### src/rtl/scan_column_driver.sv
// Column scanner for a multiplexed LED matrix.
// Each column owns a slot of DIV clocks: BLANK clocks with every column off,
// then the remaining clocks with only that column driven. col_idx and
// frame_start let the row-data logic fetch the pattern for the owning column.
// Valid/ready: none. The block is a free-running producer gated by en, and
// every output is a register that downstream logic samples on any clock.
module scan_column_driver #(
  parameter int N_COLS     = 5,
  parameter int DIV        = 50000,
  parameter int BLANK      = 4,
  parameter int ACTIVE_LOW = 0,
  localparam int COL_W     = $clog2(N_COLS)
) (
  input  logic              clk,
  input  logic              rst,
  input  logic              en,
  output logic [N_COLS-1:0] col_sel,
  output logic [COL_W-1:0]  col_idx,
  output logic              blank,
  output logic              frame_start
);

  localparam int CNT_W = $clog2(DIV);

  localparam logic [CNT_W-1:0]  CNT_LAST   = CNT_W'(DIV - 1);
  localparam logic [CNT_W-1:0]  BLANK_LAST = CNT_W'(BLANK - 1);
  localparam logic [COL_W-1:0]  COL_LAST   = COL_W'(N_COLS - 1);
  localparam logic [N_COLS-1:0] SEL_OFF    = {N_COLS{ACTIVE_LOW != 0}};

  typedef enum logic [1:0] {
    S_IDLE  = 2'd0,
    S_BLANK = 2'd1,
    S_DRIVE = 2'd2
  } state_t;

  state_t           state;
  logic [CNT_W-1:0] slot_cnt;

  // Column drive pattern for a given column, in the configured polarity.
  function automatic logic [N_COLS-1:0] drive_sel(input logic [COL_W-1:0] idx);
    logic [N_COLS-1:0] oh;
    oh = {{(N_COLS-1){1'b0}}, 1'b1} << idx;
    return (ACTIVE_LOW != 0) ? ~oh : oh;
  endfunction

  // Wrapping successor of the current column; handles non-power-of-2 N_COLS.
  logic [COL_W-1:0] next_idx;
  always_comb begin
    next_idx = (col_idx == COL_LAST) ? '0 : col_idx + COL_W'(1);
  end

  // Scan FSM: slot counter, column index and all registered outputs.
  // Dropping en or asserting rst returns to idle, so a restart is always column 0.
  always_ff @(posedge clk) begin
    if (rst || !en) begin
      state       <= S_IDLE;
      slot_cnt    <= '0;
      col_idx     <= '0;
      col_sel     <= SEL_OFF;
      blank       <= 1'b1;
      frame_start <= 1'b0;
    end else begin
      case (state)
        S_IDLE: begin
          // First slot of a scan is column 0, so it opens a frame.
          state       <= S_BLANK;
          slot_cnt    <= '0;
          col_idx     <= '0;
          col_sel     <= SEL_OFF;
          blank       <= 1'b1;
          frame_start <= 1'b1;
        end
        S_BLANK, S_DRIVE: begin
          if (slot_cnt == CNT_LAST) begin
            // Slot boundary: advance column and blank before driving it.
            state       <= S_BLANK;
            slot_cnt    <= '0;
            col_idx     <= next_idx;
            col_sel     <= SEL_OFF;
            blank       <= 1'b1;
            frame_start <= (next_idx == '0);
          end else begin
            slot_cnt    <= slot_cnt + CNT_W'(1);
            frame_start <= 1'b0;
            if (state == S_BLANK && slot_cnt == BLANK_LAST) begin
              state   <= S_DRIVE;
              col_sel <= drive_sel(col_idx);
              blank   <= 1'b0;
            end
          end
        end
        default: begin
          state       <= S_IDLE;
          slot_cnt    <= '0;
          col_idx     <= '0;
          col_sel     <= SEL_OFF;
          blank       <= 1'b1;
          frame_start <= 1'b0;
        end
      endcase
    end
  end

endmodule

### config.mk
export PLATFORM = sky130hd
export DESIGN_NAME = scan_column_driver
export DESIGN_NICKNAME = d
export VERILOG_FILES = /design/src/rtl/scan_column_driver.sv
export SDC_FILE = /design/constraint.sdc
export NUM_CORES = 1
export LEC_CHECK = 0
export ABC_CLOCK_PERIOD_IN_PS = 2550
export BUFFER_PORTS_ARGS = -buffer_cell sky130_fd_sc_hd__buf_2
export CAP_MARGIN = 20
export CORE_AREA = 2 2 57 59
export DETAILED_ROUTE_END_ITERATION = 8
export DIE_AREA = 0 0 59 61
export HOLD_SLACK_MARGIN = 0.15
export PLACE_DENSITY = 0.67
export SYNTH_ARGS = -nofsm -noshare
export SYNTH_HDL_FRONTEND = slang
export SYNTH_SLANG_ARGS = --single-unit
### constraint.sdc
create_clock -name clk -period 2.55 [get_ports clk]
set_input_delay 0.3825 -clock clk [delete_from_list [all_inputs] [get_ports clk]]
set_output_delay 0.3825 -clock clk [all_outputs]
set_load 0.02 [all_outputs]
Word level (Yosys, flattened, before mapping) --
Cells that the tools add are included.
Storage, ports and cells: bits in registers 28, input bits 3
Operators by class: add/sub/neg operators 2, equality and inequality tests 6, shift-type cells 1, muxes and demuxes 6, bitwise gates (word level) 1, reductions and logical operators 8
Operator list (number):
- $add A16 B1 Y16 const B | 1
- $eq A16 B16 Y1 const B | 1
- $eq A16 B2 Y1 const B | 1
- $shl A1 B3 Y5 const A | 1
- $mux W2 | 2
- $pmux W2 S2 | 1
- $reduce_or A2 Y1 | 2
- $add A3 B1 Y3 const B | 1
- $eq A3 B3 Y1 const B | 1
- $logic_not A3 Y1 | 1
- $mux W3 | 1
- $ne A3 B3 Y1 const B | 1
- $reduce_or A3 Y1 | 1
- $eq A2 B1 Y1 const B | 1
- $eq A2 B2 Y1 const B | 1
- $logic_not A2 Y1 | 1
- $pmux W1 S2 | 1
- $logic_and A1 B1 Y1 | 1
- $logic_not A1 Y1 | 1
- $logic_or A1 B1 Y1 | 1
- $mux W1 | 1
- $not A1 Y1 | 1

Depth between registers and ports, before layout --
Gate-level depths: netlist (run 1).
depth in word-level cells 5, gate-level depth with buffers 7, mapped depth without buffers 7

Worst setup path before layout (run 1) --
No wires, ideal clock.
path type reg2reg, from register slot_cnt[10], to register col_idx[1], arrival 1.818 ns, required time 2.482 ns, slack 0.664 ns, stages on the path, launching flop included 7, buffers on the path 1, clock period less this slack 1.886 ns, cells stage by stage dfxtp_1 > nor4_1 > nand2_1 > or4_1 > buf_2 > or3b_1 > a21oi_2
Between the ends: word-level cells in the longest chain between the ends 1
RTL lines:
- start, declared | line 37 | logic [CNT_W-1:0] slot_cnt;
- start signal, assigned | line 83 | slot_cnt <= slot_cnt + CNT_W'(1);
- $eq A16 B16 Y1 | line 74 | if (slot_cnt == CNT_LAST) begin
- end signal, assigned | line 78 | col_idx <= next_idx;
- end, declared | line 18 | output logic [COL_W-1:0] col_idx,
Every way passes these cells. A chain may end at the register's enable or synchronous reset.

Final worst setup path (run 1) --
Ends and elaborated chain as after synthesis.

==> results by group, run 1 <==
Pwr
  – Cell Pwr Density: 518 nW/um2
  – Final Power: 0.000748 W
  – Leakage power: 0.574 nW
  – Sequential power share: 59.0%
  – Clock Power Share: 38.6%
  – Maximum vdd drop: 204 uV
  – Sw Pwr: 0.000141 W
  – Sw frac: 18.9%
  – Comb pwr share: 2.4%
  – Pint: 0.000607 W

Placement
  – DP Worst Slack: 520 ps
  – HPWL Detailed: 1730 um
  – RePlAce Congestion: 0.774
  – Post-DP Area: 1390 um2
  – IO Port Bufs: 12

Cells and area
  – Final instance area: 1450 um2
  – Diodes inserted: 0
  – Area Overhead vs Synth: 12.8%
  – Proportion of layout cells with a drive suffix above 1: 13.0%
  – Finished Core Util: 48.9%
  – Multi-input combinational cell area: 678 um2
  – Final net count: 174
  – FF+latch area: 561 um2
  – Fillers: 281

Run
  – # Max-Cap Violations: 0

Yosys
  – Post-Syn Nets: 159
  – Synth warn: 0
  – Synth top area share: 43.7%
  – Synth top cells by count: dfxtp_1 (28), nor2_1 (18), nand2_1 (16)
  – Simple-gate area share of the yosys netlist: 26.1%
  – #FFs+latches synth: 28
  – Sequential element share of the synthesized area: 43.7%
  – Synth area leaders: dfxtp_1 (44%), ha_1 (8.8%), nor2_1 (5.3%)
  – Mux contribution to synthesized area: 0.781%
  – Synth Area in Adders: 8.79%
  – Gate count after technology mapping: 147
  – Largest family of logic cells by synthesized area: simple AND/OR/NAND/NOR gates
  – Synthesized area: 1280 um2
  – Compound-Gate Fraction of Synth Area: 7.13%
  – Post-synth EDFFs: 0
  – Top FF cell, synth: dfxtp_1
  – Cell taking the most area after synthesis: dfxtp_1
  – Post-Syn Area per Cell: 8.72 um2
  – Count leader, synth: dfxtp_1
  – Xor/xnor share of the synthesized area: 9.57%
  – Synth async-reset ratio: 0%
  – Yosys cell types: 27

Floorplan
  – Die H: 61 um
  – Core Area: 2950 um2
  – Die width: 59 um
  – Initial core utilization: 43.4%
  – DIE AREA: 3600 um2
  – Row count: 20
  – Io pins: 13

Timing
  – Setup ws final: 497 ps
  – Slew Viols, Final: 0
  – Crit share post-route: 80.5%
  – Final Skew: 2.89 ps
  – Final worst path period need: 2050 ps
  – Peak Freq: 487 MHz
  – Worst slew pin tran: 394 ps
  – Final number of setup-violating endpoints: 0
  – Final Hold Fails: 0
  – Max-slew headroom: 73.4%
  – Setup TNS: 0 ps
  – RSZ-0062 raised after global routing: false

Worst setup path
  – Max FO, Critical Path: 8
  – CP bufs+invs: 0
  – Crit path cell chain: nor4_1, nand2_1, or4_1, or3b_1, a21oi_2
  – CP max-delay cell: or4_1
  – Critical Path End Type: register
  – Crit-path max cell delay: 690 ps
  – Critical Path Start Type: register
  – Critical path arrival: 2330 ps
  – Worst setup path category: reg -> reg
  – CP delay by family, top: simple AND/OR/NAND/NOR gates
  – Worst EP required: 2820 ps

Clock tree
  – Max clock buf depth: 2
  – H-tree depth: 1
  – Hold Buf Count CTS: 0
  – Worst-path clk slew: 150 ps
  – CTS root buf: clkbuf_4
  – Worst skew pair latency: 320 ps
  – # Post-CTS Setup Buffers: 0
  – Num CTS Buffers: 3
  – CTS sink cnt: 28
  – CTS tree: built
  – CTS resizes: 0

Status
  – Status: finished, final reports clean

GRT
  – Largest net degree at the start of global routing: 17
  – Remaining Overflow, GRT: 0
  – Vias in the first global route: 997
  – Global Route Usage Sum: 14.9%
  – First-pass GRT wire length: 4160 um
  – Antenna violations before repair: 0

Detailed routing
  – Wire per inst: 11.7 um
  – Antenna violation net count after detailed routing: 0
  – First-pass DRT Iterations: 4
  – DR DRC count: 0
  – DR vias: 1004
  – Avg Vias per Cell: 5.18
  – Drt total wl: 2280 um
  – Initial DRC count: 23

Min path
  – Hold Path Class: in -> reg
[worst min-delay path: cells and delay by family]
kind / cells / cell delay (ps)
simple gates: 1 / 60
buf+inv: 1 / 90
compound gates: 1 / 100
[flip-flops by register name, summed over array words and instances, names as in the netlist]
name         count
blank            1
col_idx          3
col_sel          5
frame_start      1
slot_cnt        16
state            2
[layout make-up]
class	instances	area share, %
Inverter	8	2.08
Sequential cell	28	38.8
Tap cell	33	2.86
Clock inverter	1	2.08
Multi-Input combinational cell	106	46.9
Clock buffer	3	1.56
Timing Repair Buffer	15	5.71
[power groups by stage]
stage          sequential (W)  combinational (W)  clock [W]
6_report             0.000442          0.0000181   0.000289
3_5_place_dp         0.000451          0.0000182          0
2_1_floorplan        0.000452          0.0000104          0
4_1_cts              0.000442          0.0000183   0.000298
5_1_grt              0.000442          0.0000203   0.000319
3_3_place_gp         0.000451          0.0000180          0
[kinds of logic (layout without fill, tap and decap cells)]
| logic type | Yosys count | in the layout |
|---|---|---|
| AND/OR/NAND/NOR | 68 | 68 |
| adder cells (fa/ha/maj) | 9 | 9 |
| multiplexers | 1 | 1 |
| flip-flops | 28 | 28 |
| buffers and inverters | 13 | 27 |
| XOR/XNOR | 14 | 14 |
| AO/OA/AOI/OAI | 14 | 14 |
[path summary, 6_finish.rpt]
kind	startpoint	cells after the start	end	slack, ps
worst max-delay path	slot_cnt[10]	5	col_idx[1]	500
worst min register to register	slot_cnt[0]	1	slot_cnt[0]	450
worst min-delay path	rst	3	frame_start	330
worst max register to register	slot_cnt[10]	5	col_idx[1]	500
[stage by stage]
| stage | hold slack [ps] | std cells |
|---|---|---|
| 2_1_floorplan | 413 | 147 |
| 3_3_place_gp | 423 | 190 |
| 3_5_place_dp | 435 | 190 |
| 4_1_cts | 319 | 194 |
| 5_1_grt | 318 | 194 |
| 6_report | 329 | 194 |
[layer usage]
| metal | global-route usage [%] | vias to the layer above | part of all wire (%) |
|---|---|---|---|
| li1 | - | 526 | - |
| met1 | 19.0 | 464 | 49 |
| met2 | 25.9 | 10 | 48 |
| met3 | 2.56 | 4 | 2.5 |
| met4 | 4.87 | 0 | 1.2 |
| met5 | 0 | - | 0 |
[cell usage in the layout, fill, tap and decap left out]
cell / n
dfxtp_1: 28
nor2_1: 18
nand2_1: 16
buf_2: 12
and3_1: 10
nand3_1: 9
ha_1: 9
inv_1: 8
a21oi_1: 8
xor2_1: 7
xnor2_1: 7
nor3_1: 3
clkbuf_4: 3
buf_4: 3
nor4_1: 2
nand3b_1: 2
or3_1: 2
nor3b_1: 2
nand4_1: 2
o41ai_2: 1
or4_1: 1
mux2i_1: 1
a21o_1: 1
a32oi_1: 1
o21a_1: 1
or3b_1: 1
a21oi_2: 1
a311o_1: 1
bufinv_16: 1
No activity file was read; power rests on OpenSTA's default activity.
==> run 2: changes to the inputs <==
Settings changed: ABC_CLOCK_PERIOD_IN_PS 2550 to 2000.
Clock period 2.55 ns to 2 ns, I/O delays scaled along.
==> run 2 against run 1 <==
- clock power is 28% higher
- clock skew fell by 1.2 ps
- critical endpoint unchanged
- non-clock buffer count rose by 2
- die area unchanged
- worst setup slack lost 420 ps
- clock-buffer cell count unchanged
- power increased by 28%
- via count increased by 2.2%
- global-route usage about the same
- utilization up 1.1 points
==> results by group, run 2 (synthesis results as in run 1) <==
GRT
  – Vias in the first global route: 977
  – Remaining Overflow, GRT: 0
  – Global Route Usage Sum: 14.9%
  – Antenna violations before repair: 0
  – Largest net degree at the start of global routing: 22
  – First-pass GRT wire length: 4040 um

Timing
  – Slew Viols, Final: 0
  – Final Hold Fails: 0
  – Worst slew pin tran: 368 ps
  – Crit share post-route: 96.0%
  – Final number of setup-violating endpoints: 0
  – Final Skew: 1.70 ps
  – Max-slew headroom: 75.3%
  – Peak Freq: 521 MHz
  – Setup ws final: 80.2 ps
  – Final worst path period need: 1920 ps

Pwr
  – Final Power: 0.000957 W
  – Cell Pwr Density: 648 nW/um2
  – Maximum vdd drop: 228 uV
  – Leakage power: 0.590 nW

Status
  – Status: finished, final reports clean

Clock tree
  – CTS sink cnt: 28
  – CTS root buf: clkbuf_4
  – Worst-path clk slew: 150 ps
  – Worst skew pair latency: 330 ps
  – CTS tree: built
  – H-tree depth: 1
  – Num CTS Buffers: 3
  – CTS resizes: 0
  – Hold Buf Count CTS: 0
  – # Post-CTS Setup Buffers: 0
  – Max clock buf depth: 2

Cells and area
  – Largest registers: slot_cnt x16, col_sel x5, col_idx x3
  – Commonest non-fill, non-tap cells in the layout: dfxtp_1 (27), nor2_1 (18), nand2_1 (16)
  – Largest register by flop count: slot_cnt
  – Max reg flops: 16
  – Most common cell after layout, fill and taps aside: dfxtp_1
  – Diodes inserted: 0
  – Final Non-Filler Cells: 196
  – Area Overhead vs Synth: 15.2%
  – Final instance area: 1480 um2
  – Final net count: 176
  – Proportion of layout cells with a drive suffix above 1: 15.3%

Floorplan
  – Die H: 61 um
  – Core Area: 2950 um2
  – Initial core utilization: 43.4%
  – Die width: 59 um
  – Io pins: 13
  – DIE AREA: 3600 um2
  – Row count: 20

Worst setup path
  – Worst EP required: 2280 ps
  – Worst setup path category: reg -> reg
  – Max FO, Critical Path: 4
  – Critical path arrival: 2200 ps
  – Critical Path Start Type: register
  – Critical Path End Type: register

Detailed routing
  – Met3 routed WL: 52 um
  – Wl on met1: 1120 um
  – First-pass DRT Iterations: 4
  – DR DRC count: 0
  – Antenna violation net count after detailed routing: 0
  – Top Layer Used: met4
  – Avg Vias per Cell: 5.23
  – Wire per inst: 12.4 um
  – Drt total wl: 2430 um
  – Routed wl met2: 1240 um
  – DR vias: 1026
  – Initial DRC count: 17

Placement
  – RePlAce Congestion: 0.772
  – Post-DP Area: 1410 um2
  – Placed Cells incl. Taps: 192
  – HPWL Detailed: 1800 um
  – IO Port Bufs: 12
  – DP Worst Slack: 112 ps

Min path
  – Hold Path Class: in -> reg

Run
  – # Max-Cap Violations: 0
==> run 2: path summary, 6_finish.rpt <==
check | start | cells after the start | slack (ps) | end
worst min-delay path | rst | 3 | 250 | frame_start
worst min register to register | slot_cnt[0] | 1 | 450 | slot_cnt[0]
worst max-delay path | slot_cnt[13] | 5 | 80 | col_idx[1]
worst max register to register | slot_cnt[13] | 5 | 80 | col_idx[1]
==> run 2: per-layer routing <==
metal / GRT usage (%) / up-vias
met2: 26.3 / 10
met1: 17.7 / 484
li1: - / 530
met5: 0 / -
met3: 2.56 / 2
met4: 6.82 / 0
==> run 2: cell type report <==
| class | instances | area [um2] |
|---|---|---|
| Fill cell | 289 | 1480 |
| Multi-Input combinational cell | 106 | 693 |
| Sequential cell | 28 | 562 |
| Timing Repair Buffer | 17 | 97.6 |
| Tap cell | 33 | 41.3 |
| Clock inverter | 1 | 30.0 |
| Inverter | 8 | 30.0 |
| Clock buffer | 3 | 22.5 |
==> run 2: report_power, final <==
| part | switching [W] | leakage (nW) | internal (W) | total (W) |
|---|---|---|---|---|
| clock | 0.000167 | 0.0279 | 0.000203 | 0.000370 |
| combinational | 0.0000136 | 0.335 | 0.0000101 | 0.0000236 |
| sequential | 0.00000166 | 0.226 | 0.000561 | 0.000563 |
| total | 0.000183 | 0.590 | 0.000774 | 0.000957 |
==> run 2: critical path: stages (launching register included) <==
cell	delay [ps]
dfxtp_2	380
nor4_4	280
nand2_1	140
or4_1	550
or3b_1	380
a21oi_2	130
==> run 2: through the flow <==
step           hold slack [ps]  util (%)  TNS (ps)
2_1_floorplan              413         -         0
3_3_place_gp               429      47.7         0
3_5_place_dp               431      47.7         0
4_1_cts                    230      49.4         0
5_1_grt                    250      50.0     -32.4
6_report                   247      50.0         0
==> run 3: changes to the inputs <==
Settings changed: ABC_CLOCK_PERIOD_IN_PS 2000 to 2200, CORE_AREA 2 2 57 59 to 3 3 58 60, DIE_AREA 0 0 59 61 to 0 0 61 63.
Clock period 2 ns to 2.2 ns, I/O delays scaled along.
==> run 3 against run 2 <==
- largest cell class unchanged
- sequential power down 9.1%
- utilization down 1.8 points
- critical path type unchanged
- clock-buffer cell count up 1
- routed wire length down 2.0%
- worst hold slack better by 20 ps
- register-to-register slack better by 160 ps
- global-route usage down 0.89 points
- die area up 6.8%
- sequential cell count unchanged
- final cell count down 0.51%
- via count down 1.5%
==> results by group, run 3 (synthesis results as in run 1) <==
Cells and area
  – Largest registers: slot_cnt x16, col_sel x5, col_idx x3
  – Final net count: 175
  – Area Overhead vs Synth: 12.1%
  – Largest register by flop count: slot_cnt
  – Diodes inserted: 0
  – Commonest non-fill, non-tap cells in the layout: dfxtp_1 (28), nor2_1 (18), nand2_1 (16)
  – Finished Core Util: 48.2%
  – Max reg flops: 16
  – Final Non-Filler Cells: 195
  – Most common cell after layout, fill and taps aside: dfxtp_1
  – Proportion of layout cells with a drive suffix above 1: 13.6%

Worst setup path
  – RR Endpoint: col_idx[1]
  – Worst setup path category: reg -> reg
  – Worst EP required: 2470 ps
  – Critical Path End Type: register
  – Path depth of the worst reg2reg path: 5
  – Critical path arrival: 2240 ps
  – Worst flop-to-flop path startpoint: slot_cnt[10]
  – Critical Path Start Type: register
  – Max FO, Critical Path: 4
  – Reg2Reg Setup Slack: 240 ps

Min path
  – Hold Path Class: in -> reg
  – Hold Crit Start: rst
  – Hold path cells: 3
  – Hold path endpoint: frame_start

Pwr
  – Cell Pwr Density: 540 nW/um2
  – Leakage power: 0.571 nW
  – Sequential power share: 66.0%
  – Final Power: 0.000775 W
  – Comb pwr share: 2.7%
  – Pint: 0.000620 W
  – Sw frac: 20.0%
  – Sw Pwr: 0.000155 W
  – Clock Power Share: 31.3%
  – Maximum vdd drop: 579 uV

Timing
  – RSZ-0062 raised after global routing: false
  – Slew Viols, Final: 0
  – Max-slew headroom: 74.0%
  – Final number of setup-violating endpoints: 0
  – Crit share post-route: 89.2%
  – Final worst path period need: 1960 ps
  – Worst slew pin tran: 385 ps
  – Setup TNS: 0 ps
  – Final Skew: 13.5 ps
  – Final Hold Fails: 0
  – Peak Freq: 510 MHz

Clock tree
  – Max clock buf depth: 2
  – Worst-path clk slew: 150 ps
  – Hold Buf Count CTS: 0
  – CTS resizes: 0
  – H-tree depth: 1
  – CTS sink cnt: 28
  – CTS root buf: clkbuf_4
  – Worst skew pair latency: 320 ps
  – # Post-CTS Setup Buffers: 0
  – CTS tree: built
  – Num CTS Buffers: 3

Placement
  – IO Port Bufs: 12
  – HPWL Detailed: 1830 um
  – Placed Cells incl. Taps: 191
  – RePlAce Congestion: 0.808

Detailed routing
  – DR vias: 1011
  – Initial DRC count: 96
  – Drt total wl: 2380 um
  – Wire per inst: 12.2 um
  – First-pass DRT Iterations: 7
  – DR DRC count: 0
  – Antenna violation net count after detailed routing: 0
  – Avg Vias per Cell: 5.18

GRT
  – Vias in the first global route: 1001
  – Largest net degree at the start of global routing: 16
  – Remaining Overflow, GRT: 0
  – First-pass GRT wire length: 4250 um
  – Antenna violations before repair: 0
  – Global Route Usage Sum: 14.0%

Floorplan
  – Initial core utilization: 43.0%
  – Row count: 20
  – Die width: 61 um
  – Core Area: 2980 um2
  – DIE AREA: 3840 um2
  – Die H: 63 um
  – Io pins: 13

Run
  – # Max-Cap Violations: 0

Status
  – Status: finished, final reports clean
==> run 3: layer usage <==
| layer | track usage (%) | part of all wire, % |
|---|---|---|
| met5 | 0 | 0 |
| met4 | 2.44 | 0.50 |
| met3 | 3.93 | 3.8 |
| met2 | 23.9 | 48 |
| met1 | 17.4 | 47 |
==> run 3: worst max path at each step <==
| stage | startpoint | endpoint | slack [ps] |
|---|---|---|---|
| 3_3_place_gp | slot_cnt[10] | col_idx[1] | 330 |
| 5_1_grt | slot_cnt[10] | frame_start | 170 |
| 3_5_place_dp | slot_cnt[10] | col_idx[1] | 260 |
| 6_report | slot_cnt[10] | col_idx[1] | 240 |
| 4_1_cts | slot_cnt[10] | col_idx[1] | 230 |
| 2_1_floorplan | slot_cnt[10] | col_idx[1] | 310 |
==> run 3: critical path: stages, from the launching register on <==
cell and delay [ps]:
dfxtp_1 360, nor4_1 320, nand2_1 160, or4_1 560, or3b_1 380, a21oi_2 130
==> run 3: cell type report <==
class / instances / area (um2)
Fill cell: 289 / 1540
Tap cell: 33 / 41.3
Inverter: 8 / 30.0
Sequential cell: 28 / 561
Multi-Input combinational cell: 106 / 678
Timing Repair Buffer: 16 / 90.1
Clock buffer: 4 / 36.3
==> run 3: per-stage QoR <==
step                cell area, um2  setup WS (ps)  hold slack (ps)
finish                        1440            238              266
global route                  1440            169              255
CTS                           1440            235              258
detailed placement            1400            264              442
global placement              1400            328              428
floorplan                     1280            314              413
==> run 3: power by group through the flow <==
stage / registers (W) / logic (W) / clock network, W
after global routing: 0.000513 / 0.0000237 / 0.000279
after detailed placement: 0.000523 / 0.0000210 / 0
final: 0.000512 / 0.0000210 / 0.000242
after floorplan: 0.000524 / 0.0000120 / 0
after global placement: 0.000523 / 0.0000209 / 0
after CTS: 0.000512 / 0.0000212 / 0.000256
